$ cat config.mk
export PLATFORM = sky130hd
export DESIGN_NAME = memory_read_sequencer
export DESIGN_NICKNAME = d
export VERILOG_FILES = /design/src/rtl/memory_read_sequencer_pkg.sv /design/src/rtl/memory_read_sequencer_hold_timer.sv /design/src/rtl/memory_read_sequencer.sv
export SDC_FILE = /design/constraint.sdc
export NUM_CORES = 1
export LEC_CHECK = 0
export CAP_MARGIN = 5
export CORE_MARGIN = 8
export CORE_UTILIZATION = 54
export CTS_CLUSTER_SIZE = 12
export DETAILED_ROUTE_END_ITERATION = 10
export PLACE_DENSITY = 0.84
export SLEW_MARGIN = 20
export SYNTH_ARGS = -nofsm -noshare
export SYNTH_HDL_FRONTEND = slang
export SYNTH_SLANG_ARGS = --single-unit
$ cat constraint.sdc
create_clock -name clock1Hz -period 3.1 [get_ports clock1Hz]
set_input_delay 0.62 -clock clock1Hz [delete_from_list [all_inputs] [get_ports clock1Hz]]
set_output_delay 0.62 -clock clock1Hz [all_outputs]
set_load 0.1 [all_outputs]
$ cat src/rtl/memory_read_sequencer_pkg.sv
// memory_read_sequencer_pkg: shared state encoding for the read sequencer.
// Holds the state-flag width and the Idle..Done codes so that the phase
// controller and debug logic decode PresentStateFlag identically.
package memory_read_sequencer_pkg;
   localparam int STATE_FLAG_WIDTH = 3;
   typedef enum logic [STATE_FLAG_WIDTH-1:0] {
      IDLE  = 3'd0,
      FETCH = 3'd1,
      LATCH = 3'd2,
      SHOW  = 3'd3,
      DONE  = 3'd4
   } state_t;
endpackage

$ cat src/rtl/memory_read_sequencer_hold_timer.sv
// memory_read_sequencer_hold_timer: loadable down-counter with a zero flag.
// Ports: clock1Hz tick clock; reset async active-high (count=0);
//   load loads loadvalue (wins over decrement); decrement counts down,
//   saturating at 0; zero is high when the count is 0.
module memory_read_sequencer_hold_timer #(
   parameter int WIDTH = 8
) (
   input  logic             clock1Hz,
   input  logic             reset,
   input  logic             load,
   input  logic             decrement,
   input  logic [WIDTH-1:0] loadvalue,
   output logic             zero
);
   logic [WIDTH-1:0] count;
   assign zero = (count == '0);
   always_ff @(posedge clock1Hz or posedge reset)
      if (reset) count <= '0;
      else if (load) count <= loadvalue;
      else if (decrement && !zero) count <= count - WIDTH'(1);
endmodule

$ cat src/rtl/memory_read_sequencer.sv
// memory_read_sequencer: replays memory words 0..count-1 after a write phase.
// Ports: clock1Hz tick clock; reset async active-high; ReadStart/WordCount
//   start request and word count (sampled in Idle only); MemAddr/MemReadEnable
//   read address and one-cycle strobe; MemData synchronous read data;
//   DataOut/DataValid captured word and its valid flag (HOLD_TICKS cycles);
//   ReadDone one-cycle completion pulse; Busy high outside Idle;
//   PresentStateFlag encoded current state.
module memory_read_sequencer
   import memory_read_sequencer_pkg::*;
#(
   parameter int ADDR_WIDTH = 4,
   parameter int DATA_WIDTH = 8,
   parameter int HOLD_TICKS = 2
) (
   input  logic                        clock1Hz,
   input  logic                        reset,
   input  logic                        ReadStart,
   input  logic [ADDR_WIDTH:0]         WordCount,
   output logic [ADDR_WIDTH-1:0]       MemAddr,
   output logic                        MemReadEnable,
   input  logic [DATA_WIDTH-1:0]       MemData,
   output logic [DATA_WIDTH-1:0]       DataOut,
   output logic                        DataValid,
   output logic                        ReadDone,
   output logic                        Busy,
   output logic [STATE_FLAG_WIDTH-1:0] PresentStateFlag
);
   localparam logic [ADDR_WIDTH:0] ONE = 1;
   state_t state;
   logic [ADDR_WIDTH:0] count;
   logic holdzero;
   assign PresentStateFlag = state;
   // Loaded on the edge leaving Latch so Show lasts exactly HOLD_TICKS cycles.
   memory_read_sequencer_hold_timer #(.WIDTH(8)) holdtimer (
      .clock1Hz  (clock1Hz),
      .reset     (reset),
      .load      (state == LATCH),
      .decrement (state == SHOW),
      .loadvalue (8'(HOLD_TICKS - 1)),
      .zero      (holdzero)
   );
   // Outputs are registered: each branch sets the values belonging to the
   // state being entered.
   always_ff @(posedge clock1Hz or posedge reset)
      if (reset) begin
         state         <= IDLE;
         count         <= '0;
         MemAddr       <= '0;
         MemReadEnable <= 1'b0;
         DataOut       <= '0;
         DataValid     <= 1'b0;
         ReadDone      <= 1'b0;
         Busy          <= 1'b0;
      end else begin
         case (state)
            IDLE:
               if (ReadStart) begin
                  count   <= WordCount;
                  MemAddr <= '0;
                  Busy    <= 1'b1;
                  if (WordCount != '0) begin
                     state         <= FETCH;
                     MemReadEnable <= 1'b1;
                  end else begin
                     state    <= DONE;
                     ReadDone <= 1'b1;
                  end
               end
            FETCH: begin
               state         <= LATCH;
               MemReadEnable <= 1'b0;
            end
            LATCH: begin
               state     <= SHOW;
               DataOut   <= MemData;
               DataValid <= 1'b1;
            end
            SHOW:
               if (holdzero) begin
                  DataValid <= 1'b0;
                  // Compare at ADDR_WIDTH+1 bits so a full-depth count ends
                  // at the all-ones address instead of wrapping.
                  if ({1'b0, MemAddr} == count - ONE) begin
                     state    <= DONE;
                     ReadDone <= 1'b1;
                  end else begin
                     MemAddr       <= MemAddr + ADDR_WIDTH'(1);
                     state         <= FETCH;
                     MemReadEnable <= 1'b1;
                  end
               end
            DONE: begin
               state    <= IDLE;
               ReadDone <= 1'b0;
               Busy     <= 1'b0;
            end
            default: begin
               state         <= IDLE;
               MemReadEnable <= 1'b0;
               DataValid     <= 1'b0;
               ReadDone      <= 1'b0;
               Busy          <= 1'b0;
            end
         endcase
      end
endmodule

==> impl_metrics.py, run 1 <==
metrics = {
    "timing": {
        "maxSlewViolCount": 0,
        "hold_viol": 0,
        "min_period_ns": 2.110,
        "rsz0062_at_grt": "false",
        "max_freq_ghz": 0.4739,
        "worstMarginPinSlew_ns": 0.7225,
        "min_period_over_period_pct": 68.07,
        "fin_tns_setup_ns": 0,
        "fin_ws_ns": 0.9897,
        "finalSetupViolations": 0,
        "fin_skew_ns": 0.007263,
        "slew-limit-headroom_pct": 51.78,
    },
    "placed_design": {
        "port_buffers": 34,
        "gp_congestion": 0.8173,
        "placed_area_um2": 2003,
        "hpwl_um": 2837,
        "pre_cts_slack_ns": 0.7061,
    },
    "yosys": {
        "syn_nets": 172,
        "ys_warn_count": 0,
        "synth.avg_cell_area_um2": 11.06,
        "synth_edf_count": 0,
        "ys.flop_type": "dfrtp_1",
        "syn_area_um2": 1682,
        "seq_area_frac_synth_pct": 47.62,
        "ys_ff_latch": 32,
        "synthArstFlopShare_pct": 100.0,
        "synth_cell_types": 46,
        "syn-instance-count": 152,
    },
    "layout": {
        "design_area_um2": 2062,
        "fill_cells": 238,
        "area_growth_pct": 22.62,
        "layout.nets": 210,
        "n_antenna_cell": 0,
        "drive_above_1_share_pct": 21.99,
    },
    "pwr": {
        "total_power_mw": 2.322,
        "p_per_area_nw_per_um2": 1126,
        "leakagePower_nw": 0.9525,
        "vdd_drop_max_v": 0.0007276,
    },
    "run": {
        "maxCapViolCount": 0,
    },
    "grt": {
        "antenna_found_initial": 0,
        "top_usage_layer": "met2",
        "grt_pass1_wl_um": 6099,
        "met3_usage_pct": 5.579,
        "grt_pass1_vias": 1313,
        "use_met1_pct": 17.19,
        "overflow": 0,
        "grt_use_total_pct": 15.01,
        "use_met2_pct": 24.60,
        "grt_max_degree": 21,
    },
    "detailed_routing": {
        "via_count": 1267,
        "first_iter_violations": 89,
        "detail_route.wl_per_cell_um": 16.18,
        "ant_nets": 0,
        "drc": 0,
        "firstDrtPassIters": 4,
        "drt-total-wl_um": 3625,
        "viasPerCell": 5.656,
    },
    "critical_path": {
        "timing.rr.start": "PresentStateFlag[0]",
        "reg2reg_to": "MemAddr[2]",
        "regToRegSetupSlack_ns": 1.04,
        "worstRegToRegCells": 5,
        "critical_path_peak_fanout": 13,
        "cp-start-kind": "input pin",
        "required_ns": 3.32,
        "end_kind": "register",
        "critPathLaunch": "ReadStart",
        "cp.arrival_ns": 2.33,
        "crit_type": "input pin to register",
    },
    "clocking": {
        "clkSlewWorstSetupHoldPaths_ns": 0.10,
        "cts_hold_buf": 0,
        "cts_tree": "done",
        "cts_setup_buffers": 0,
        "numCtsBuffers": 5,
        "insertion_delay_ns": 0.32,
        "cts_root_buffer": "clkbuf_4",
        "h-tree-depth": 2,
        "post_cts_resized": 0,
        "cts_sinks": 32,
        "clk_path_buf_depth": 2,
    },
    "min_path": {
        "hold_path_class": "register to register",
        "min_delay_worst_endpoint": "Busy",
        "whs_path_depth": 1,
        "worstHoldStart": "Busy",
    },
    "floorplan": {
        "die-area_um2": 5156,
        "die_y_um": 71.81,
        "row_count": 20,
        "core_area_um2": 3003,
        "initial_utilization_pct": 56.00,
        "die_w_um": 71.81,
        "io_pins": 35,
    },
    "outcome": {
        "outcome": "finished clean",
    },
}
## worst max-delay path, cell delays in order
cell             delay (ns)
clkdlybuf4s50_1        0.54
and3_1                 0.51
o21bai_4               0.25
nand3_2                0.10
mux2_4                 0.30
## cells in the final DEF (no fill, tap or decap), types with 2 or more instances in the layout
cell type	synthesis	layout
dfrtp_1	32	32
buf_4	0	20
clkdlybuf4s50_1	0	15
nor2_1	14	14
nand2_1	12	12
mux2_1	11	11
inv_1	8	8
xor2_1	7	7
nor3_1	5	5
clkbuf_4	0	5
xnor2_1	4	4
o21ai_0	4	4
ha_1	4	4
nor2_2	3	3
a21oi_1	3	3
and3_1	2	2
a21o_1	2	2
nand3b_1	2	2
nand4b_1	2	2
a31oi_1	2	2
nor2b_1	2	2
nand3_2	2	2
mux2_4	2	2
clkbuf_1	0	2
## registers in the layout, summed over array words and instances (netlist names)
signal and flops:
Busy 1, DataOut 8, DataValid 1, MemAddr 4, MemReadEnable 1, PresentStateFlag 3, ReadDone 1, count 5
holdtimer.count 8
## power by group
| group | internal, mW | leakage (nW) | switching, mW |
|---|---|---|---|
| registers | 0.585 | 0.385 | 0.165 |
| clock network | 0.112 | 0.0326 | 0.132 |
| logic | 0.355 | 0.535 | 0.972 |
## per-layer routing
metal  wire [µm]  up-vias
li1            -      603
met1        1533      626
met2        1816       33
met3         236        5
met4          40        0
met5           0        -
## cell families (layout without fill, tap and decap cells)
| group | count (synthesis) | in the layout | share of synthesized area (%) |
|---|---|---|---|
| muxes | 14 | 14 | 9.747 |
| DFF | 32 | 32 | 47.62 |
| buffers and inverters | 13 | 52 | 3.199 |
| AOI/OAI and AO/OA | 23 | 23 | 10.64 |
| and+or+nand+nor | 55 | 55 | 20.09 |
| adders and majority gates | 4 | 4 | 2.976 |
| xor gates and xnor gates | 11 | 11 | 5.729 |
## synthesized netlist by cell type, drive strengths merged (2+ instances only)
cell type  number  area share (%)
dfrtp          32              48
nand3           3             1.5
a21oi           4             1.4
nor2b           3             1.3
buf             4             1.2
ha              4             3.0
inv             9             2.0
mux2           13             9.2
nand4b          2             1.0
nand3b          3             2.1
nor3            6             2.5
xnor2           4             2.1
xor2            7             3.6
o21ai           5             1.5
a31oi           2            0.74
nand2          13             3.1
nor2           17             4.2
a21o            2            0.89
and3            2            0.74
## worst max-delay path by stage
stage                 endpoint  slack [ns]  depth (start not counted)
global placement    MemAddr[2]        0.77                          5
finish              MemAddr[2]        0.99                          5
CTS                 MemAddr[2]        1.04                          5
detailed placement  MemAddr[2]        0.71                          5
global route        MemAddr[3]        0.98                          5
floorplan           MemAddr[2]        0.80                          6
## cell type report
type | instances | area, µm² | share of cell area [%]
Timing Repair Buffer | 35 | 300.3 | 14.56
Tap cell | 33 | 41.29 | 2.002
Clock buffer | 8 | 58.81 | 2.852
Multi-Input combinational cell | 107 | 827.0 | 40.11
Inverter | 9 | 33.78 | 1.638
Sequential cell | 32 | 800.8 | 38.83
## through the flow
step	util, %	hold slack [ns]	std cells
after floorplan	-	0.4601	152
after global placement	66.71	0.4659	216
after detailed placement	66.71	0.4709	216
after CTS	68.67	0.4957	224
after global routing	68.67	0.5253	224
final	68.67	0.4897	224
No activity file was read; power rests on OpenSTA's default activity.
==> inputs of run 2 (changes only) <==
- CORE_UTILIZATION: 54 -> 50
- PLACE_DENSITY: 0.84 -> 0.78
- clock period: 3.1 -> 2.1 ns (I/O delays scaled with it)
==> run 2 against run 1 <==
  * Global-route usage up 0.23 points
  * Critical path type is now register to register
  * Design area rose by 1.8%
  * Cell count grew 6.3%
  * Hold slack worse by 0.12 ns
  * Wire length rose by 2.8%
  * Sequential share of layout area decreased by 0.40 points
  * Sequential power increased by 49%
  * Clock power is 33% higher
  * First-iteration DRC count decreased by 24%
  * Die area up 6.2%
==> impl_metrics.py, run 2 (synthesis results as in run 1) <==
metrics = {
    "floorplan": {
        "initial_utilization_pct": 51.20,
        "die_y_um": 74.00,
        "die-area_um2": 5475,
        "io_pins": 35,
        "die_w_um": 74.00,
        "row_count": 21,
        "core_area_um2": 3284,
    },
    "layout": {
        "fill_cells": 271,
        "drive_above_1_share_pct": 25.52,
        "layout.nets": 212,
        "n_antenna_cell": 0,
        "final_common_cell": "dfrtp_1",
        "layout_common_cells": "dfrtp_1 (27), buf_4 (21), clkdlybuf4s50_1 (15)",
        "largestRegisters": "DataOut x8, holdtimer.count x8, count x5",
        "area_growth_pct": 24.85,
    },
    "detailed_routing": {
        "detail_route.wl_per_cell_um": 15.65,
        "firstDrtPassIters": 4,
        "ant_nets": 0,
        "drt-total-wl_um": 3725,
        "viasPerCell": 5.403,
        "first_iter_violations": 68,
        "via_count": 1286,
        "drc": 0,
    },
    "clocking": {
        "numCtsBuffers": 5,
        "post_cts_resized": 0,
        "cts_setup_buffers": 0,
        "clkSlewWorstSetupHoldPaths_ns": 0.09,
        "cts_root_buffer": "clkbuf_4",
        "clk_path_buf_depth": 2,
        "h-tree-depth": 2,
        "cts_hold_buf": 0,
        "cts_sinks": 32,
        "cts_tree": "done",
        "insertion_delay_ns": 0.34,
    },
    "placed_design": {
        "hpwl_um": 2945,
        "port_buffers": 34,
        "gp_congestion": 0.8092,
    },
    "timing": {
        "slew-limit-headroom_pct": 65.70,
        "fin_skew_ns": 0.01287,
        "min_period_ns": 1.930,
        "max_freq_ghz": 0.5180,
        "finalSetupViolations": 0,
        "holdWs_ns": 0.3654,
        "worstMarginPinSlew_ns": 0.5139,
        "maxSlewViolCount": 0,
        "fin_tns_setup_ns": 0,
        "min_period_over_period_pct": 91.93,
        "hold_viol": 0,
        "rsz0062_at_grt": "false",
    },
    "grt": {
        "overflow": 0,
        "grt_max_degree": 25,
        "grt_pass1_vias": 1362,
        "grt_pass1_wl_um": 6299,
        "antenna_found_initial": 0,
        "grt_use_total_pct": 15.25,
    },
    "critical_path": {
        "crit_family": "compound AO/OA/AOI/OAI gates",
        "critPathLaunch": "count[0]",
        "path_depth": 7,
        "critical_path_peak_fanout": 4,
        "timing.rr.start": "count[0]",
        "worstRegToRegCells": 7,
        "cp-start-kind": "register",
        "reg2reg_to": "MemAddr[3]",
        "required_ns": 2.32,
        "cp_num_buf_inv": 1,
        "regToRegSetupSlack_ns": 0.17,
        "path_cells": "inv_1 > ha_1 > and4bb_1 > a22oi_1 > a211o_1 > nand3_2 > mux2_4",
        "setup.worst_path.end": "MemAddr[3]",
        "cp.arrival_ns": 2.15,
        "end_kind": "register",
        "crit_path_max_incr_delay_ns": 0.39,
        "crit_type": "register to register",
        "slowest_stage": "dfrtp_1",
    },
    "min_path": {
        "hold_path_class": "input pin to async pin",
    },
    "outcome": {
        "outcome": "finished clean",
    },
    "pwr": {
        "p_per_area_nw_per_um2": 1617,
        "leakagePower_nw": 0.9579,
        "vdd_drop_max_v": 0.001138,
    },
    "run": {
        "maxCapViolCount": 0,
    },
}
[run 2: cell count changes in the layout (fill, tap and decap cells not counted), sizes merged]
cell | previous run | this run
clkinv | 0 | 1
buf | 20 | 22
clkbuf | 8 | 6
[run 2: final cells by class]
cell class / instances / area [µm²] / share of cell area [%]
Multi-Input combinational cell: 107 / 827.0 / 39.39
Sequential cell: 32 / 807.0 / 38.44
Timing Repair Buffer: 37 / 327.8 / 15.61
Tap cell: 46 / 57.56 / 2.741
Clock buffer: 6 / 41.29 / 1.967
Inverter: 9 / 33.78 / 1.609
Clock inverter: 1 / 5.005 / 0.2384
[run 2: layer usage]
metal  global-route usage (%)  wire length (µm)
met4                    9.534               115
met2                    23.83              1815
met3                    5.391               271
met1                    17.39              1522
met5                        0                 0
[run 2: how the worst min path moves through the flow]
| stage | startpoint | depth (start not counted) | slack [ns] | endpoint |
|---|---|---|---|---|
| floorplan | holdtimer.count[0] | 1 | 0.46 | holdtimer.count[0] |
| CTS | reset | 2 | 0.36 | DataOut[2] |
| global placement | Busy | 1 | 0.47 | Busy |
| global route | reset | 2 | 0.38 | DataOut[2] |
| detailed placement | ReadDone | 2 | 0.47 | ReadDone |
| finish | reset | 2 | 0.37 | DataOut[2] |
[run 2: power breakdown]
group          internal (mW)  total (mW)  switching (mW)
Sequential             0.865        1.12           0.251
Clock                  0.123       0.324           0.200
Combinational          0.526        1.96            1.43
Total                   1.51        3.40            1.88
[run 2: through the flow]
stage | instance area, µm² | power (mW) | util [%] | setup WS, ns | std cells
2_1_floorplan | 1688 | 2.635 | - | 0.01187 | 152
3_3_place_gp | 2053 | 3.022 | 62.51 | 0.09302 | 231
3_5_place_dp | 2053 | 3.086 | 62.51 | -0.04235 | 231
4_1_cts | 2100 | 3.421 | 63.92 | 0.1776 | 238
5_1_grt | 2100 | 3.591 | 63.92 | 0.05421 | 238
6_report | 2100 | 3.396 | 63.92 | 0.1695 | 238
==> inputs of run 3 (changes only) <==
- SKIP_LAST_GASP: default -> 1
==> results of run 3 <==
No change in the layout: final DEF, timing and power equal those of run 2.
